===== src/rtl/fetch_pkg.sv =====
// Shared types and constants for the instruction fetch front end.
package fetch_pkg;

    localparam int unsigned XLEN        = 32;
    localparam int unsigned INSTR_BYTES = 4;
    localparam logic [31:0] NOP         = 32'h0000_0013;

    typedef enum logic [1:0] {
        StReq,
        StWait,
        StKill
    } fetch_state_e;

endpackage


===== src/rtl/pc_fetch_unit_if.sv =====
// Instruction-memory request/response and decode hand-off signals of the fetch unit.
interface pc_fetch_unit_if #(
    parameter int unsigned XLEN = fetch_pkg::XLEN
) ();
    logic            imem_req_valid;
    logic [XLEN-1:0] imem_req_addr;
    logic            imem_req_ready;
    logic            imem_resp_valid;
    logic [XLEN-1:0] imem_resp_data;
    logic            if_valid;
    logic [XLEN-1:0] if_instr;
    logic [XLEN-1:0] if_pc;
    logic            if_ready;

    modport master (
        output imem_req_valid, imem_req_addr,
        input  imem_req_ready, imem_resp_valid, imem_resp_data,
        output if_valid, if_instr, if_pc,
        input  if_ready
    );

    modport slave (
        input  imem_req_valid, imem_req_addr,
        output imem_req_ready, imem_resp_valid, imem_resp_data,
        input  if_valid, if_instr, if_pc,
        output if_ready
    );
endinterface


===== src/rtl/fetch_buffer.sv =====
// Small FIFO of {pc, instruction} pairs between instruction memory and decode.
module fetch_buffer #(
    parameter int unsigned Depth = 2,
    parameter int unsigned Width = 32,
    localparam int unsigned AddrW = $clog2(Depth),
    localparam int unsigned CntW  = AddrW + 1
) (
    input  logic             clk,
    input  logic             rst_n,
    input  logic             push_i,
    input  logic [Width-1:0] push_pc_i,
    input  logic [Width-1:0] push_instr_i,
    input  logic             pop_i,
    input  logic             flush_i,
    output logic [CntW-1:0]  count_o,
    output logic             valid_o,
    output logic [Width-1:0] head_pc_o,
    output logic [Width-1:0] head_instr_o
);
    import fetch_pkg::*;

    logic [Width-1:0] pc_mem_q [Depth];
    logic [Width-1:0] pc_mem_d [Depth];
    logic [Width-1:0] instr_mem_q [Depth];
    logic [Width-1:0] instr_mem_d [Depth];
    logic [AddrW-1:0] rd_ptr_q, rd_ptr_d, wr_ptr_q, wr_ptr_d;
    logic [CntW-1:0]  count_q, count_d;
    logic             pop_en;

    always_comb begin
        pc_mem_d    = pc_mem_q;
        instr_mem_d = instr_mem_q;
        rd_ptr_d    = rd_ptr_q;
        wr_ptr_d    = wr_ptr_q;
        count_d     = count_q;
        pop_en      = pop_i && (count_q != '0);
        if (flush_i) begin
            rd_ptr_d = '0;
            wr_ptr_d = '0;
            count_d  = '0;
        end else begin
            if (push_i) begin
                pc_mem_d[wr_ptr_q]    = push_pc_i;
                instr_mem_d[wr_ptr_q] = push_instr_i;
                wr_ptr_d              = wr_ptr_q + 1'b1;
            end
            if (pop_en) begin
                rd_ptr_d = rd_ptr_q + 1'b1;
            end
            unique case ({push_i, pop_en})
                2'b10:   count_d = count_q + 1'b1;
                2'b01:   count_d = count_q - 1'b1;
                default: count_d = count_q;
            endcase
        end
    end

    always_ff @(posedge clk or negedge rst_n) begin
        if (!rst_n) begin
            for (int i = 0; i < int'(Depth); i++) begin
                pc_mem_q[i]    <= '0;
                instr_mem_q[i] <= '0;
            end
            rd_ptr_q <= '0;
            wr_ptr_q <= '0;
            count_q  <= '0;
        end else begin
            pc_mem_q    <= pc_mem_d;
            instr_mem_q <= instr_mem_d;
            rd_ptr_q    <= rd_ptr_d;
            wr_ptr_q    <= wr_ptr_d;
            count_q     <= count_d;
        end
    end

    assign count_o      = count_q;
    assign valid_o      = (count_q != '0);
    assign head_pc_o    = pc_mem_q[rd_ptr_q];
    assign head_instr_o = instr_mem_q[rd_ptr_q];

endmodule


===== src/rtl/pc_fetch_unit.sv =====
// Fetch front end: owns the PC, issues one imem read at a time, buffers results for decode
// and applies branch/jump redirects.
module pc_fetch_unit #(
    parameter int unsigned     XLEN      = fetch_pkg::XLEN,
    parameter logic [XLEN-1:0] RESET_PC  = '0,
    parameter int unsigned     BUF_DEPTH = 2
) (
    input  logic            clk,
    input  logic            rst_n,
    input  logic            redirect_valid,
    input  logic [XLEN-1:0] redirect_pc,
    pc_fetch_unit_if.master bus
);
    import fetch_pkg::*;

    localparam int unsigned CntW = $clog2(BUF_DEPTH) + 1;

    fetch_state_e    state_q, state_d;
    logic [XLEN-1:0] fetch_pc_q, fetch_pc_d;
    logic [XLEN-1:0] req_pc_q, req_pc_d;
    logic            active_q;
    logic [CntW-1:0] buf_count;
    logic            buf_full, buf_push, buf_pop, req_accept;

    assign buf_full = (buf_count == CntW'(BUF_DEPTH));
    assign buf_pop  = bus.if_valid && bus.if_ready;

    always_comb begin
        state_d            = state_q;
        fetch_pc_d         = fetch_pc_q;
        req_pc_d           = req_pc_q;
        buf_push           = 1'b0;
        // active_q keeps the request line low for the first cycle out of reset
        bus.imem_req_valid = active_q && (state_q == StReq) && !buf_full;
        req_accept         = bus.imem_req_valid && bus.imem_req_ready;

        unique case (state_q)
            StReq: begin
                if (req_accept) begin
                    req_pc_d   = fetch_pc_q;
                    fetch_pc_d = fetch_pc_q + XLEN'(INSTR_BYTES);
                    state_d    = StWait;
                end
            end
            StWait: begin
                if (bus.imem_resp_valid) begin
                    buf_push = !redirect_valid;
                    state_d  = StReq;
                end
            end
            StKill: begin
                if (bus.imem_resp_valid) begin
                    state_d = StReq;
                end
            end
            default: state_d = StReq;
        endcase

        // A request still in flight after the redirect must have its response swallowed
        if (redirect_valid) begin
            fetch_pc_d = redirect_pc & ~XLEN'(INSTR_BYTES - 1);
            if (req_accept || ((state_q != StReq) && !bus.imem_resp_valid)) begin
                state_d = StKill;
            end else begin
                state_d = StReq;
            end
        end
    end

    always_ff @(posedge clk or negedge rst_n) begin
        if (!rst_n) begin
            state_q    <= StReq;
            fetch_pc_q <= RESET_PC;
            req_pc_q   <= RESET_PC;
            active_q   <= 1'b0;
        end else begin
            state_q    <= state_d;
            fetch_pc_q <= fetch_pc_d;
            req_pc_q   <= req_pc_d;
            active_q   <= 1'b1;
        end
    end

    assign bus.imem_req_addr = fetch_pc_q;

    fetch_buffer #(
        .Depth (BUF_DEPTH),
        .Width (XLEN)
    ) u_buf (
        .clk          (clk),
        .rst_n        (rst_n),
        .push_i       (buf_push),
        .push_pc_i    (req_pc_q),
        .push_instr_i (bus.imem_resp_data),
        .pop_i        (buf_pop),
        .flush_i      (redirect_valid),
        .count_o      (buf_count),
        .valid_o      (bus.if_valid),
        .head_pc_o    (bus.if_pc),
        .head_instr_o (bus.if_instr)
    );

endmodule


===== src/flat_wrapper.sv =====
// flat-port wrapper written by rule: the top's interface ports become plain ports
module pc_fetch_unit_flat import fetch_pkg::*;
#(
    parameter int unsigned     XLEN      = fetch_pkg::XLEN,
    parameter logic [XLEN-1:0] RESET_PC  = '0,
    parameter int unsigned     BUF_DEPTH = 2
)
  (clk, rst_n, redirect_valid, redirect_pc, bus_imem_req_valid, bus_imem_req_addr, bus_imem_req_ready, bus_imem_resp_valid, bus_imem_resp_data, bus_if_valid, bus_if_instr, bus_if_pc, bus_if_ready);
  pc_fetch_unit_if #(.XLEN(XLEN)) bus_i ();
  input  logic clk;
  input  logic rst_n;
  input  logic redirect_valid;
  input  logic [XLEN-1:0] redirect_pc;
  output wire logic [$bits(bus_i.imem_req_valid)-1:0] bus_imem_req_valid;
  output wire logic [$bits(bus_i.imem_req_addr)-1:0] bus_imem_req_addr;
  input wire logic [$bits(bus_i.imem_req_ready)-1:0] bus_imem_req_ready;
  input wire logic [$bits(bus_i.imem_resp_valid)-1:0] bus_imem_resp_valid;
  input wire logic [$bits(bus_i.imem_resp_data)-1:0] bus_imem_resp_data;
  output wire logic [$bits(bus_i.if_valid)-1:0] bus_if_valid;
  output wire logic [$bits(bus_i.if_instr)-1:0] bus_if_instr;
  output wire logic [$bits(bus_i.if_pc)-1:0] bus_if_pc;
  input wire logic [$bits(bus_i.if_ready)-1:0] bus_if_ready;
  assign bus_imem_req_valid = bus_i.imem_req_valid;
  assign bus_imem_req_addr = bus_i.imem_req_addr;
  assign bus_i.imem_req_ready = bus_imem_req_ready;
  assign bus_i.imem_resp_valid = bus_imem_resp_valid;
  assign bus_i.imem_resp_data = bus_imem_resp_data;
  assign bus_if_valid = bus_i.if_valid;
  assign bus_if_instr = bus_i.if_instr;
  assign bus_if_pc = bus_i.if_pc;
  assign bus_i.if_ready = bus_if_ready;
  pc_fetch_unit #(.XLEN(XLEN), .RESET_PC(RESET_PC), .BUF_DEPTH(BUF_DEPTH)) u_core (.clk(clk), .rst_n(rst_n), .redirect_valid(redirect_valid), .redirect_pc(redirect_pc), .bus(bus_i));
endmodule

===== config.mk =====
export PLATFORM = sky130hd
export DESIGN_NAME = pc_fetch_unit_flat
export DESIGN_NICKNAME = d
export VERILOG_FILES = /design/src/rtl/fetch_pkg.sv /design/src/rtl/pc_fetch_unit_if.sv /design/src/rtl/fetch_buffer.sv /design/src/rtl/pc_fetch_unit.sv /design/src/flat_wrapper.sv
export SDC_FILE = /design/constraint.sdc
export NUM_CORES = 1
export LEC_CHECK = 0
export CORE_UTILIZATION = 30
export DETAILED_ROUTE_END_ITERATION = 6
export GPL_TIMING_DRIVEN = 0
export SLEW_MARGIN = 20
export SYNTH_ARGS = -nofsm -noshare
export SYNTH_HDL_FRONTEND = slang
export SYNTH_SLANG_ARGS = --single-unit

===== constraint.sdc =====
create_clock -name clk -period 2.1 [get_ports clk]
set_clock_uncertainty 0.1 [all_clocks]
set_input_delay 0.21 -clock clk [delete_from_list [all_inputs] [get_ports clk]]
set_output_delay 0.21 -clock clk [all_outputs]
set_load 0.02 [all_outputs]

==> results of run 1 <==
[final cells by class]
type / instances / area, um2 / area share
flip-flops and latches: 191 / 4800 / 0.410
multi-input cells: 428 / 3810 / 0.325
repair buffers: 194 / 1710 / 0.146
clock buffers: 22 / 474 / 0.0405
well taps: 378 / 473 / 0.0404
plain buffers: 39 / 325 / 0.0278
clock inverters: 10 / 105 / 0.00897
inverters: 7 / 26.3 / 0.00224
diodes: 1 / 2.50 / 0.000213
[power by group through the flow]
stage                     combinational, mW  sequential [mW]  clock [mW]
after global routing                   4.05             5.24        3.48
after detailed placement               4.09             5.20           0
after global placement                 4.05             5.17           0
after floorplan                        2.33             5.07           0
final                                  3.77             5.10        3.22
after CTS                              3.97             5.11        3.32
[path summary, 6_finish.rpt]
| kind | startpoint | endpoint | slack [ns] |
|---|---|---|---|
| max | u_core.bus.imem_req_addr[11]$_DFFE_PN0P_ | u_core.bus.imem_req_addr[28]$_DFFE_PN0P_ | -0.01 |
| min | rst_n | u_core.u_buf.instr_mem_q[48]$_DFFE_PN0P_ | 0.13 |
| max reg2reg | u_core.bus.imem_req_addr[11]$_DFFE_PN0P_ | u_core.bus.imem_req_addr[28]$_DFFE_PN0P_ | -0.01 |
| min reg2reg | u_core.u_buf.instr_mem_q[26]$_DFFE_PN0P_ | u_core.u_buf.instr_mem_q[26]$_DFFE_PN0P_ | 0.40 |
| max in group asynchronous | rst_n | u_core.bus.imem_req_addr[16]$_DFFE_PN0P_ | 0.62 |
| min in group clk | redirect_pc[2] | u_core.bus.imem_req_addr[2]$_DFFE_PN0P_ | 0.25 |
[sequential cells by signal, summed over array words and instances (netlist names)]
name / flops
u_core.u_buf.count_o: 2
u_core.u_buf.rd_ptr_q: 1
u_core.bus.imem_req_addr: 30
u_core.req_pc_q: 30
u_core.u_buf.wr_ptr_q: 1
u_core.u_buf.pc_mem_q: 60
u_core.u_buf.instr_mem_q: 64
u_core.active_q: 1
u_core.state_q: 2
[critical path, delay by kind of cell (launching register included)]
family / cells / cell delay [ns]
simple gates: 3 / 1.22
flops: 1 / 0.37
buf+inv: 1 / 0.17
compound gates: 1 / 0.17
[layer usage]
| layer | part of all wire | up-vias | track usage |
|---|---|---|---|
| met5 | 0 | - | 0 |
| met3 | 0.059 | 25 | 0.0412 |
| met1 | 0.46 | 3110 | 0.213 |
| li1 | - | 2854 | - |
| met4 | 0.017 | 0 | 0.0489 |
| met2 | 0.46 | 168 | 0.261 |
[stage by stage]
stage               setup WS, ns  area, um2
global placement           -8.48      10800
floorplan                -0.0350       8700
detailed placement        -0.750      10800
global route             -0.0758      11700
finish                   -0.0128      11700
CTS                      -0.0558      11800
[Yosys cell counts (all sizes together)]
master / count / area [um2]
buf: 12 / 67.6
or3: 4 / 25.0
and3: 5 / 31.3
o211ai: 1 / 7.51
inv: 7 / 26.3
dfrtp: 191 / 4780
ha: 3 / 37.5
a21oi: 2 / 10.0
mux2i: 2 / 20.0
nor2: 24 / 90.1
or2: 6 / 37.5
xnor2: 4 / 35.0
o21ai: 15 / 75.1
nand2b: 1 / 6.26
o31ai: 11 / 82.6
nor4bb: 1 / 10.0
conb: 2 / 7.51
or4: 15 / 116
a221oi: 1 / 8.76
nor2b: 2 / 12.5
clkbuf: 32 / 120
and4: 4 / 35.0
and2: 3 / 18.8
o22ai: 1 / 6.26
mux2: 213 / 2400
xor2: 5 / 43.8
nand2: 34 / 128
nand4: 12 / 75.1
a31oi: 14 / 87.6
o311a: 1 / 10.0
a221o: 1 / 10.0
nand3: 18 / 90.1
a2111oi: 1 / 8.76
nor4: 2 / 12.5
o311ai: 10 / 87.6
o221a: 1 / 11.3
nor3: 4 / 20.0
o21a: 1 / 7.51
[cell families after synthesis]
kind of cell	count (synthesis)	share of synthesized area
muxes	215	0.279
adders and majority gates	3	0.00434
other	2	0.000868
AOI/OAI and AO/OA	60	0.0477
DFF	191	0.552
xor gates and xnor gates	9	0.00910
buffers and inverters	51	0.0247
and+or+nand+nor	135	0.0818
[repair_timing]
item / 4_1_cts / 5_1_grt
pin swaps: 10 / 5
endpoints found under the hold margin: 102 / 0
cloned: 1 / 0
setup buffers: 25 / 5
hold buffers: 1 / 0
endpoints found under the setup margin: 240 / 194
gates resized for setup: 202 / 99
==> impl_metrics.toml, run 1 <==
[status]
status = "finished with violations"
violations = "negative setup slack"

[timing]
period_share = 1.01
slew_viol_final = 0
setup_ws_ns = -0.0128
slew-limit-headroom = 0.640
finalHoldViolCount = 0
fmax_mhz = 473
rsz0062_at_grt = "yes"
tightestPinTransition_ns = 0.541
setup_tns_ns = -0.0128
hold_slack_ns = 0.126
setup_viol = 1
min_period_ns = 2.11

[finish]
layout_commonest_cell = "mux2_2"
layout_common_cells = "213 x mux2_2, 173 x dfrtp_1, 96 x clkdlybuf4s50_1, 42 x clkbuf_2, 36 x buf_4"
stdcell_count = 1270
synthToLayoutAreaGrowth_pct = 35.4
finalCoreUtilization = 0.417
drive_gt1_frac = 0.464
fill_cells = 2715
layout.nets = 951

[floorplan]
row_count = 61
die_w_um = 172
coreArea_um2 = 28100
die_area_um2 = 29500
io_pins = 168
die_h_um = 172
initial_core_util = 0.308

[synth]
synth_area_per_cell_um2 = 13.0
ys_warn_count = 0
synthDistinctLibCells = 41
netlist_area_um2 = 8660
ys_seq_elements = 191
synth_seq_area_share = 0.552
syn_inst = 666

[power_and_ir_drop]
powerDensity_nw_per_um2 = 1030
power.share.clock = 0.267
seqPwrFrac = 0.422
p_int_mw = 8.24
p_leak_nw = 5.21
power_mw = 12.1
peakVddDrop_mv = 0.482
switchingPower_mw = 3.85
p_comb_frac = 0.311
sw_frac_of_total = 0.319

[global_route]
globalRouteOverflowTotal = 0
grtUsageTotal = 0.162
grt_start_max_net_pins = 90
grt_pass1_vias = 6384
grt_antenna_before_repair = 1
grt_pass1_wl_um = 36000

[drt]
viasPerCell = 4.85
drt_iter0_drc = 278
wirelength_um = 23200
wire_per_inst_um = 18.2
ant_nets = 0
firstDrtPassIters = 4
via_count = 6157
drc = 0

[clock_network]
insertion_delay_ns = 0.43
clk_pin_slew_ns = 0.07
clkSinkCount = 191
clock_path_buffers = 2
cts_tree = "built"
numCtsBuffers = 17
htreeDepth = 4
clockRootBuffer = "clkbuf_16"

[placed_design]
gp_routability_congestion = 0.789
hpwl_um = 15700
place_inst = 1210
port_buffers = 161

[setup_path]
path_cells = "nand4_1, or4_4, buf_6, or4_1, a31oi_1"
worstPathMaxFanout = 10
worstRegToRegCells = 5
critPathArrivalTime_ns = 2.36
end_kind = "register"
cpPeakStageDelay_ns = 0.58
crit_slowest_cell = "or4_4"
path_class = "register to register"
worstSetupStartpointType = "register"
critical_path_required_ns = 2.35

[min_path]
hold_path_class = "input pin to asynchronous set/reset pin"

[job]
max_cap_violations = 0
No activity file was read; power rests on OpenSTA's default activity.
==> run 2, diff against run 1 <==
--- a/config.mk
+++ b/config.mk
@@ -5,6 +5,7 @@
 export SDC_FILE = /design/constraint.sdc
 export NUM_CORES = 1
 export LEC_CHECK = 0
+export CORE_ASPECT_RATIO = 2
 export CORE_UTILIZATION = 30
 export DETAILED_ROUTE_END_ITERATION = 6
 export GPL_TIMING_DRIVEN = 0
==> run 2 against run 1 <==
The run still ends with negative setup slack left. Global-route usage rose by 0.64 points. Power up 5.8%. Clock power grew 17%. Worst setup slack lost 0.017 ns. Utilization up 0.55 points. Critical endpoint is now u_core.bus.imem_req_addr[30]$_DFFE_PN0P_. Highest routed layer unchanged. Routed wire length rose by 3.4%. Via count grew 0.63%. Largest power group unchanged.
==> impl_metrics.toml, run 2 (synthesis gave the netlist of run 1 again) <==
[setup_path]
path_cells = "ha_4, nand2_8, or4_4, or4_4, a31oi_1"
crit_top_cell = "or4_4"
critPathArrivalTime_ns = 2.40
cpPeakStageDelay_ns = 0.59
worstPathMaxFanout = 6
critical_path_required_ns = 2.37
worstSetupStartpointType = "register"
reg2reg_slack_ns = -0.03
crit_slowest_cell = "or4_4"
path_class = "register to register"
end_kind = "register"

[clock_network]
numCtsBuffers = 17
insertion_delay_ns = 0.45
htreeDepth = 4
clock_path_buffers = 2
clockRootBuffer = "clkbuf_16"
clkSinkCount = 191
clk_pin_slew_ns = 0.07
cts_tree = "built"

[finish]
drive_gt1_frac = 0.478
synthToLayoutAreaGrowth_pct = 38.2
finalCoreUtilization = 0.423
layout.nets = 953
largest_reg_flops = 64
reg_top3 = "u_core.u_buf.instr_mem_q: 64 flops, u_core.u_buf.pc_mem_q: 60 flops"
layout_commonest_cell = "mux2_2"
top_register = "u_core.u_buf.instr_mem_q"
diodes = 0
layout_common_cells = "213 x mux2_2, 169 x dfrtp_1, 96 x clkdlybuf4s50_1, 36 x buf_4, 31 x nand2_1"

[placed_design]
hpwl_um = 16900
place_ws_ns = -0.944
gp_routability_congestion = 0.818
port_buffers = 161

[drt]
wire_per_inst_um = 19.2
firstDrtPassIters = 4
viasPerCell = 4.96
ant_nets = 0
drc = 0
drt_iter0_drc = 245
wirelength_um = 23900
via_count = 6196

[global_route]
grtUsageTotal = 0.168
use_met1 = 0.173
globalRouteOverflowTotal = 0
grt_pass1_wl_um = 36700
grt_start_max_net_pins = 94
grt_antenna_before_repair = 0
grt_busiest_layer = "met2"
grt_pass1_vias = 6422
grtUsageMet2 = 0.308
grt_util_met3 = 0.0337

[timing]
period_share = 1.01
tightestPinTransition_ns = 0.512
finalHoldViolCount = 0
rsz0062_at_grt = "yes"
fmax_mhz = 469
slew-limit-headroom = 0.656
setup_viol = 4
slew_viol_final = 0
setup_ws_ns = -0.0302
min_period_ns = 2.13
hold_slack_ns = 0.0412
setup_tns_ns = -0.0590

[floorplan]
die_w_um = 122
row_count = 87
die_h_um = 242
die_area_um2 = 29600
initial_core_util = 0.306
coreArea_um2 = 28300
io_pins = 168

[job]
max_cap_violations = 0

[min_path]
hold_path_class = "input pin to asynchronous set/reset pin"

[status]
violations = "negative setup slack"
status = "finished with violations"

[power_and_ir_drop]
peakVddDrop_mv = 0.581
p_leak_nw = 5.30
powerDensity_nw_per_um2 = 1070
## run 2: area by class of cell
type                            instances  area [um2]
Tap cell                              356         445
Multi-Input combinational cell        428        3850
Fill cell                            2684       16300
Clock inverter                         12         229
Inverter                                7        26.3
Buffer                                 38         360
Timing Repair Buffer                  197        1790
Clock buffer                           20         457
Sequential cell                       191        4810
## run 2: through the flow
step,cells,total power [mW],cell area [um2]
finish,1249,12.8,12000
global route,1249,13.4,12000
CTS,1242,13.1,11900
detailed placement,1188,9.41,10800
global placement,1186,9.32,10800
floorplan,669,7.41,8700
## run 2: timing repair
action	in CTS	in global routing
gates resized for setup	247	81
gates cloned	2	0
endpoints found under the setup margin	242	128
hold endpoints to repair	98	0
pin swaps	19	16
hold buffers	1	0
setup buffers	23	9
## run 2: worst paths after layout
check | start | cells past startpoint | to
setup / recovery | u_core.bus.imem_req_addr[2]$_DFFE_PN0P_ | 5 | u_core.bus.imem_req_addr[30]$_DFFE_PN0P_
hold / removal | rst_n | 2 | u_core.u_buf.instr_mem_q[22]$_DFFE_PN0P_
setup reg to reg | u_core.bus.imem_req_addr[2]$_DFFE_PN0P_ | 5 | u_core.bus.imem_req_addr[30]$_DFFE_PN0P_
hold reg to reg | u_core.u_buf.pc_mem_q[14]$_DFFE_PN0P_ | 1 | u_core.u_buf.pc_mem_q[14]$_DFFE_PN0P_
max in group asynchronous | rst_n | 4 | u_core.bus.imem_req_addr[20]$_DFFE_PN0P_
min in group clk | redirect_pc[2] | 3 | u_core.bus.imem_req_addr[2]$_DFFE_PN0P_
## run 2: report_power, final
group | total [mW] | switching [mW] | internal (mW) | leakage, nW
Combinational | 3.87 | 1.88 | 1.99 | 2.53
Sequential | 5.15 | 0.570 | 4.58 | 2.43
Clock | 3.77 | 1.46 | 2.31 | 0.335
Total | 12.8 | 3.91 | 8.88 | 5.30
## run 2: per-layer routing
layer	wire, um	up-vias
li1	-	2868
met1	8780	3116
met2	13200	168
met3	948	44
met4	964	0
met5	0	-
## run 2: critical path, delay by kind of cell, from the launching register on
kind / cells / cell delay (ns)
flops: 1 / 0.42
simple gates: 3 / 1.18
fa+ha+maj: 1 / 0.17
compound gates: 1 / 0.17
==> run 3, diff against run 2 <==
--- a/config.mk
+++ b/config.mk
@@ -8,7 +8,9 @@
 export CORE_ASPECT_RATIO = 2
 export CORE_UTILIZATION = 30
 export DETAILED_ROUTE_END_ITERATION = 6
+export DONT_BUFFER_PORTS = 1
 export GPL_TIMING_DRIVEN = 0
+export MAX_ROUTING_LAYER = met4
 export SLEW_MARGIN = 20
 export SYNTH_ARGS = -nofsm -noshare
 export SYNTH_HDL_FRONTEND = slang
==> run 3 against run 2 <==
The flow finishes with violations (negative hold slack, negative setup slack). Utilization down 4.8 points. Sequential cell count unchanged. Routed wire length down 4.6%. Register-to-register slack worse by 0.26 ns. Combinational power down 27%. Non-clock buffer count down 123. First-iteration DRC count up 13%. Design area down 11%. Critical path type unchanged. Power down 13%.
==> impl_metrics.toml, run 3 (synthesis gave the netlist of run 1 again) <==
[status]
violations = "negative hold slack, negative setup slack"
status = "finished with violations"

[setup_path]
critical_path_required_ns = 2.35
worstSetupStartpointType = "register"
critPathArrivalTime_ns = 2.65
worstPathMaxFanout = 10
end_kind = "register"
path_class = "register to register"
rr_endpoint = "u_core.bus.imem_req_addr[22]$_DFFE_PN0P_"
reg2reg_slack_ns = -0.29
worstRegToRegCells = 5
endpoint = "u_core.bus.imem_req_addr[22]$_DFFE_PN0P_"
crit_start = "u_core.bus.imem_req_addr[16]$_DFFE_PN0P_"
reg2reg_from = "u_core.bus.imem_req_addr[16]$_DFFE_PN0P_"

[global_route]
grtUsageMet2 = 0.287
grt_pass1_vias = 6014
grt_util_met3 = 0.0440
grt_start_max_net_pins = 192
grt_antenna_before_repair = 0
grtUsageTotal = 0.166
grt_pass1_wl_um = 35100
globalRouteOverflowTotal = 0
grt_busiest_layer = "met2"
use_met1 = 0.164

[power_and_ir_drop]
p_leak_nw = 4.63
power_mw = 11.2
peakVddDrop_mv = 0.573
powerDensity_nw_per_um2 = 1050

[finish]
reg_top3 = "u_core.u_buf.instr_mem_q: 64 flops, u_core.u_buf.pc_mem_q: 60 flops"
stdcell_count = 1123
largest_reg_flops = 64
fill_cells = 2755
layout_common_cells = "213 x mux2_2, 174 x dfrtp_1, 65 x dlygate4sd3_1, 32 x nand2_1, 24 x nor2_1"
synthToLayoutAreaGrowth_pct = 22.6
layout_commonest_cell = "mux2_2"
top_register = "u_core.u_buf.instr_mem_q"
drive_gt1_frac = 0.419
layout.nets = 829

[clock_network]
clk_pin_slew_ns = 0.07
numCtsBuffers = 17
cts_tree = "built"
htreeDepth = 4
clkSinkCount = 191
insertion_delay_ns = 0.45
clock_path_buffers = 2
clockRootBuffer = "clkbuf_16"

[drt]
wirelength_um = 22800
drt_iter0_drc = 276
viasPerCell = 5.15
ant_nets = 0
wire_per_inst_um = 20.3
drc = 0
via_count = 5781
firstDrtPassIters = 4

[timing]
setup_ws_ns = -0.293
period_share = 1.14
tightestPinTransition_ns = 0.637
finalHoldViolCount = 191
hold_slack_ns = -0.635
min_period_ns = 2.39
setup_viol = 12
slew-limit-headroom = 0.575
fmax_mhz = 418
rsz0062_at_grt = "yes"
slew_viol_final = 0

[min_path]
hold_path_class = "input pin to asynchronous set/reset pin"

[floorplan]
die_h_um = 242
coreArea_um2 = 28300
die_w_um = 122
initial_core_util = 0.306
io_pins = 168
die_area_um2 = 29600
row_count = 87

[placed_design]
gp_routability_congestion = 0.888
place_inst = 1025
hpwl_um = 16200
port_buffers = 0

[job]
max_cap_violations = 0
[run 3: cell types whose count changed in the layout (fill, tap and decap cells not counted), sizes merged]
cell / delta
clkdlybuf4s50: -96
clkdlybuf4s15: -27
dlygate4sd3: +64
buf: -41
or4: -1
diode: +1
clkinvlp: +2
clkbuf: -20
clkinv: -1
bufinv: -5
dlygate4sd2: -2
[run 3: worst max-delay path, stage by stage (launching register included)]
cell and delay, ns:
dfrtp_1 0.62, nand3_1 0.14, or4_4 0.54, clkbuf_8 0.20, or4_1 0.50, a31oi_1 0.20
[run 3: final cells by class]
type	instances	area [um2]	share of cell area
Sequential cell	191	4800	0.452
Multi-Input combinational cell	427	3810	0.359
Timing Repair Buffer	72	711	0.0670
Clock buffer	21	460	0.0434
Tap cell	356	445	0.0420
Buffer	40	268	0.0252
Clock inverter	8	85.1	0.00802
Inverter	7	26.3	0.00248
Antenna cell	1	2.50	0.000236
[run 3: what timing repair did]
item / 4_1_cts / 5_1_grt
gates cloned: 1 / 0
hold buffers: 64 / 1
resized for setup: 59 / 31
setup buffers: 6 / 0
pin swaps: 24 / 7
endpoints found under the setup margin: 234 / 169
endpoints found under the hold margin: 290 / 193
[run 3: worst min-delay path by stage]
| stage | endpoint | from | cells after the start | slack (ns) |
|---|---|---|---|---|
| after floorplan | u_core.active_q$_DFF_PN0_ | rst_n | 0 | -0.19 |
| after global placement | u_core.u_buf.pc_mem_q[7]$_DFFE_PN0P_ | rst_n | 0 | -0.18 |
| after detailed placement | u_core.u_buf.pc_mem_q[7]$_DFFE_PN0P_ | rst_n | 0 | -0.18 |
| after CTS | u_core.u_buf.instr_mem_q[17]$_DFFE_PN0P_ | rst_n | 0 | -0.67 |
| after global routing | u_core.u_buf.pc_mem_q[4]$_DFFE_PN0P_ | rst_n | 0 | -0.67 |
| final | u_core.u_buf.pc_mem_q[4]$_DFFE_PN0P_ | rst_n | 0 | -0.64 |
[run 3: routing by layer]
layer	wire (um)	part of all wire
met2	12300	0.54
met5	0	0
met3	1210	0.053
met1	8280	0.36
met4	1010	0.044
[run 3: power by group]
| part | switching (mW) | internal (mW) |
|---|---|---|
| clock | 1.40 | 1.69 |
| sequential | 0.680 | 4.58 |
| combinational | 1.55 | 1.30 |
| total | 3.63 | 7.56 |
[run 3: metrics by stage]
stage	cell area, um2	util	setup slack (ns)	TNS (ns)
after floorplan	8700	-	-0.0350	-0.140
after global placement	9140	0.323	-0.686	-75.03
after detailed placement	9140	0.323	-0.680	-78.79
after CTS	10500	0.371	-0.272	-2.86
after global routing	10600	0.375	-0.357	-4.08
final	10600	0.375	-0.293	-3.05
